===== src/rtl/exec_writeback.sv =====
// Execute/writeback stage: single-cycle ALU plus shift-add multiply, writing a
// 16 x 32-bit register bank that is exported to decode.
module exec_writeback #(
  parameter int unsigned NREGS      = 16,
  parameter int unsigned MUL_CYCLES = 32
) (
  input  logic        clock,
  input  logic        reset,
  input  logic        activateExec,
  input  logic [2:0]  opcode,
  input  logic [31:0] dataOpa,
  input  logic [31:0] dataOpb,
  input  logic [3:0]  addrMor,
  output logic [31:0] regbank [0:NREGS-1],
  output logic [31:0] result,
  output logic        busy,
  output logic        done
);

  localparam int unsigned DW = 32;
  localparam int unsigned CW = $clog2(MUL_CYCLES);

  localparam logic [2:0] OP_ADD = 3'b000;
  localparam logic [2:0] OP_SUB = 3'b001;
  localparam logic [2:0] OP_AND = 3'b010;
  localparam logic [2:0] OP_OR  = 3'b011;
  localparam logic [2:0] OP_XOR = 3'b100;
  localparam logic [2:0] OP_SHL = 3'b101;
  localparam logic [2:0] OP_MUL = 3'b110;
  localparam logic [2:0] OP_MOV = 3'b111;

  typedef enum logic [1:0] {S_IDLE, S_EXEC, S_MUL, S_WB} state_e;

  state_e          state_q, state_d;
  logic [2:0]      op_q, op_d;
  logic [DW-1:0]   a_q, a_d;      // operand A, doubles as shifting multiplicand
  logic [DW-1:0]   b_q, b_d;      // operand B, doubles as shifting multiplier
  logic [3:0]      addr_q, addr_d;
  logic [DW-1:0]   acc_q, acc_d;
  logic [CW-1:0]   cnt_q, cnt_d;
  logic [DW-1:0]   result_q, result_d;
  logic            done_q, done_d;
  logic [DW-1:0]   regs_q [0:NREGS-1];

  logic            accept_c;
  logic            wr_en_c;
  logic [DW-1:0]   alu_c;
  logic [DW-1:0]   wr_data_c;

  // State register
  always_ff @(posedge clock or negedge reset) begin
    if (!reset) state_q <= S_IDLE;
    else        state_q <= state_d;
  end

  // Next-state logic
  always_comb begin
    state_d = state_q;
    case (state_q)
      S_IDLE: if (activateExec) state_d = (opcode == OP_MUL) ? S_MUL : S_EXEC;
      S_EXEC: state_d = S_IDLE;
      S_MUL:  if (cnt_q == CW'(MUL_CYCLES - 1)) state_d = S_WB;
      S_WB:   state_d = S_IDLE;
      default: state_d = S_IDLE;
    endcase
  end

  // FSM outputs and write-data selection
  always_comb begin
    busy      = (state_q != S_IDLE);
    accept_c  = (state_q == S_IDLE) && activateExec;
    wr_en_c   = (state_q == S_EXEC) || (state_q == S_WB);
    alu_c     = '0;
    case (op_q)
      OP_ADD: alu_c = a_q + b_q;
      OP_SUB: alu_c = a_q - b_q;
      OP_AND: alu_c = a_q & b_q;
      OP_OR:  alu_c = a_q | b_q;
      OP_XOR: alu_c = a_q ^ b_q;
      OP_SHL: alu_c = a_q << b_q[4:0];
      OP_MUL: alu_c = acc_q;
      OP_MOV: alu_c = b_q;
      default: alu_c = '0;
    endcase
    wr_data_c = (state_q == S_WB) ? acc_q : alu_c;
  end

  // Datapath next-state
  always_comb begin
    op_d     = op_q;
    a_d      = a_q;
    b_d      = b_q;
    addr_d   = addr_q;
    acc_d    = acc_q;
    cnt_d    = cnt_q;
    result_d = result_q;
    done_d   = wr_en_c;
    if (accept_c) begin
      op_d   = opcode;
      a_d    = dataOpa;
      b_d    = dataOpb;
      addr_d = addrMor;
      acc_d  = '0;
      cnt_d  = '0;
    end else if (state_q == S_MUL) begin
      if (b_q[0]) acc_d = acc_q + a_q;
      a_d   = a_q << 1;
      b_d   = b_q >> 1;
      cnt_d = cnt_q + CW'(1);
    end
    if (wr_en_c) result_d = wr_data_c;
  end

  always_ff @(posedge clock or negedge reset) begin
    if (!reset) begin
      op_q     <= '0;
      a_q      <= '0;
      b_q      <= '0;
      addr_q   <= '0;
      acc_q    <= '0;
      cnt_q    <= '0;
      result_q <= '0;
      done_q   <= 1'b0;
    end else begin
      op_q     <= op_d;
      a_q      <= a_d;
      b_q      <= b_d;
      addr_q   <= addr_d;
      acc_q    <= acc_d;
      cnt_q    <= cnt_d;
      result_q <= result_d;
      done_q   <= done_d;
    end
  end

  // Register bank
  always_ff @(posedge clock or negedge reset) begin
    if (!reset) begin
      for (int i = 0; i < int'(NREGS); i++) regs_q[i] <= '0;
    end else if (wr_en_c) begin
      regs_q[addr_q] <= wr_data_c;
    end
  end

  assign regbank = regs_q;
  assign result  = result_q;
  assign done    = done_q;

endmodule


===== config.mk =====
export PLATFORM = sky130hd
export DESIGN_NAME = exec_writeback
export DESIGN_NICKNAME = d
export VERILOG_FILES = /design/src/rtl/exec_writeback.sv
export SDC_FILE = /design/constraint.sdc
export NUM_CORES = 1
export LEC_CHECK = 0
export CAP_MARGIN = 20
export CORE_MARGIN = 2
export CORE_UTILIZATION = 53
export CTS_CLUSTER_SIZE = 16
export DETAILED_ROUTE_END_ITERATION = 8
export PLACE_DENSITY = 0.81
export SETUP_SLACK_MARGIN = 0.1
export SLEW_MARGIN = 20
export SYNTH_ARGS = -nofsm -noshare
export SYNTH_HDL_FRONTEND = slang
export SYNTH_SLANG_ARGS = --single-unit

===== constraint.sdc =====
create_clock -name clock -period 5.9 [get_ports clock]
set_input_delay 0.59 -clock clock [delete_from_list [all_inputs] [get_ports clock]]
set_output_delay 0.59 -clock clock [all_outputs]
set_load 0.1 [all_outputs]

==> flow_summary.toml <==
[status]
status = "finished with violations"
violations = "negative hold slack"

[setup_path]
reg2reg_from = "b_q[1]$_DFFE_PN0P_"
crit_path_end_kind = "flip-flop"
startpoint_type = "flip-flop"
critPathKind = "reg2reg"
r2r_cells = 16
critical_path_arrival_ns = 5.55
critPathMaxFanout = 34
cp.required_ns = 6.36
reg2reg_to = "regbank[440]$_DFFE_PN0P_"
r2r_setup_slack_ns = 0.80

[cts]
clk_latency_ns = 0.65
ctsHoldBuffers = 0
cts_root_buf = "clkbuf_16"
cts-buffers-inserted = 70
cts_resized = 0
ctsHtreeMaxLevel = 3
cts.sinks = 655
cts_tree = "yes"
cts.path.max_buffers = 3
clkSlewWorstSetupHoldPaths_ns = 0.06
cts_setup_buffers = 0

[drt]
antenna_left = 0
drt_first_iter_violations = 3206
route.final.wire_length_um = 126000
via_per_inst = 6.24
dr.pass1.iters = 6
drc = 0
avgRoutedWirePerCell_um = 27.2
dr_total_vias = 28800

[timing]
finalHoldViolCount = 12
grt_setup_unrepaired = "false"
fmax_mhz = 196
finalCritPeriodShare = 0.864
worst_pin_slew_ns = 1.20
slew_viol_final = 0
tns_ns = 0
fin_hold_ws_ns = -0.0413
setup_viol = 0
fin_worst_skew_ns = 0.0538
min_period_ns = 5.10
max_slew_margin = 0.197

[floorplan]
die_w_um = 252
die_h_um = 252
io_pins = 620
num_rows = 90
die_area_um2 = 63400
coreArea_um2 = 60600
start_util = 0.537

[synth]
async_flop_share = 1.00
synth_edf_count = 0
syn_area_per_cell_um2 = 10.0
synth_area_leaders = "dfrtp_1 50%, nand2_1 6.9%, mux2_2 6.2%"
ys_seq_elements = 655
yosysTopAreaCell = "dfrtp_1"
synth-seq-area-share = 0.504
yosysTopAreaCellShare = 0.504
syn_inst = 3255
yosysUniqueCellTypes = 91
yosysWarnings = 0
syn-num-nets = 3461
ys.flop_type = "dfrtp_1"
synth_area_um2 = 32600

[global_routing]
grt_max_degree = 159
track_usage = 0.392
grt_pass1_vias = 27400
grt_first_pass_wirelength_um = 184000
grt_antenna_before_repair = 4
gr-total-overflow = 0

[final_layout]
drive_gt1_frac = 0.127
fin_area_um2 = 41900
area_growth_syn_to_layout_pct = 28.8
final_util = 0.692
fin_nets = 3990

[run]
cap_violations = 0

[place]
gp_congestion = 1.04
port_buffers = 619
hpwl_um = 91200
placed_area_um2 = 39500

[min_path]
worstHoldPathType = "in2async"
==> stage by stage <==
stage	hold slack (ns)	setup WS, ns	std cells
2_1_floorplan	0.294	1.15	3255
3_3_place_gp	0.457	1.04	4493
3_5_place_dp	0.462	0.978	4494
4_1_cts	0.0369	0.926	4618
5_1_grt	0.0318	0.503	4620
6_report	-0.0413	0.801	4621
==> placed cells by master, fill, tap and decap left out, types with 14 or more instances in the layout <==
cell type / n
a211oi_1: 15
a21o_1: 23
a21oi_1: 163
a221o_1: 67
a221oi_1: 16
a31oi_1: 20
buf_4: 72
clkbuf_16: 70
clkbuf_8: 16
clkdlybuf4s50_1: 609
dfrtp_1: 651
ha_1: 130
inv_1: 89
mux2_2: 179
mux2i_1: 26
mux4_2: 34
nand2_1: 591
nand2b_1: 22
nand3_1: 26
nor2_1: 139
nor2b_1: 14
nor3_1: 80
o21a_1: 17
o21ai_0: 377
o21ai_1: 21
o31ai_1: 14
xnor2_1: 52
xor2_1: 19
==> logic make-up (layout without fill, tap and decap cells) <==
| kind of cell | after synthesis | in the layout | share of synthesized area |
|---|---|---|---|
| AO/OA/AOI/OAI | 857 | 857 | 0.164 |
| adder cells (fa/ha/maj) | 132 | 132 | 0.0512 |
| buffers and inverters | 324 | 905 | 0.0402 |
| multiplexers | 239 | 239 | 0.0934 |
| XOR/XNOR | 71 | 71 | 0.0191 |
| flip-flops | 655 | 655 | 0.504 |
| AND/OR/NAND/NOR | 977 | 977 | 0.129 |
| other | 0 | 3 | 0 |
==> critical path, stage by stage (launching register included) <==
cell,delay [ns]
dfrtp_1,0.38
buf_4,0.29
nor3_2,0.33
and2_1,0.21
nand2_1,0.08
o41ai_1,0.34
xnor2_1,0.24
ha_1,0.36
a21o_1,0.22
a21o_1,0.20
a221oi_1,0.27
o21ai_0,0.16
nor4_1,0.51
or4_1,0.20
a21oi_1,0.11
o32ai_4,0.74
o21ai_0,0.25
==> routing by layer <==
layer,vias up,part of all wire,GRT usage
li1,12500,-,-
met2,1679,0.45,0.599
met4,0,0.060,0.209
met3,367,0.11,0.108
met5,-,0,0
met1,14200,0.38,0.510
==> how the worst max path moves through the flow <==
stage	startpoint	endpoint	slack, ns
6_report	b_q[1]$_DFFE_PN0P_	regbank[440]$_DFFE_PN0P_	0.80
5_1_grt	b_q[1]$_DFFE_PN0P_	regbank[312]$_DFFE_PN0P_	0.50
4_1_cts	b_q[1]$_DFFE_PN0P_	regbank[440]$_DFFE_PN0P_	0.93
3_5_place_dp	b_q[1]$_DFFE_PN0P_	regbank[408]$_DFFE_PN0P_	0.98
3_3_place_gp	b_q[1]$_DFFE_PN0P_	regbank[472]$_DFFE_PN0P_	1.04
2_1_floorplan	b_q[2]$_DFFE_PN0P_	regbank[319]$_DFFE_PN0P_	1.15
==> registers in the layout, indices dropped and copies added, names as in the netlist <==
signal / count
result: 32
op_q: 3
addr_q: 4
cnt_q: 5
b_q: 32
state_q: 2
regbank: 512
done: 1
acc_q: 32
a_q: 32
==> cell usage after synthesis (19+ instances only) <==
library cell  number
buf_2             30
a21oi_1          171
a31oi_1           22
inv_1             89
clkbuf_1         178
a21o_1            23
dfrtp_1          655
mux2i_1           26
nor2_1           145
o21ai_1           23
a221o_1           67
mux2_2           179
nor3_1            83
mux4_2            34
ha_1             130
o21ai_0          377
nand2b_1          22
nand2_1          597
xnor2_1           52
xor2_1            19
nand3_1           29
==> cell type report <==
class	count	area (µm²)
clock inverter	30	370
inverter	94	353
multi-input combinational	2276	15100
fill	4464	18600
tap	782	978
clock buffer	94	2000
timing repair buffer	687	6740
sequential	655	16400
antenna	3	7.51
Power is not shown: default switching activity piles up to over one toggle a cycle in this logic, so the estimate is an artifact.
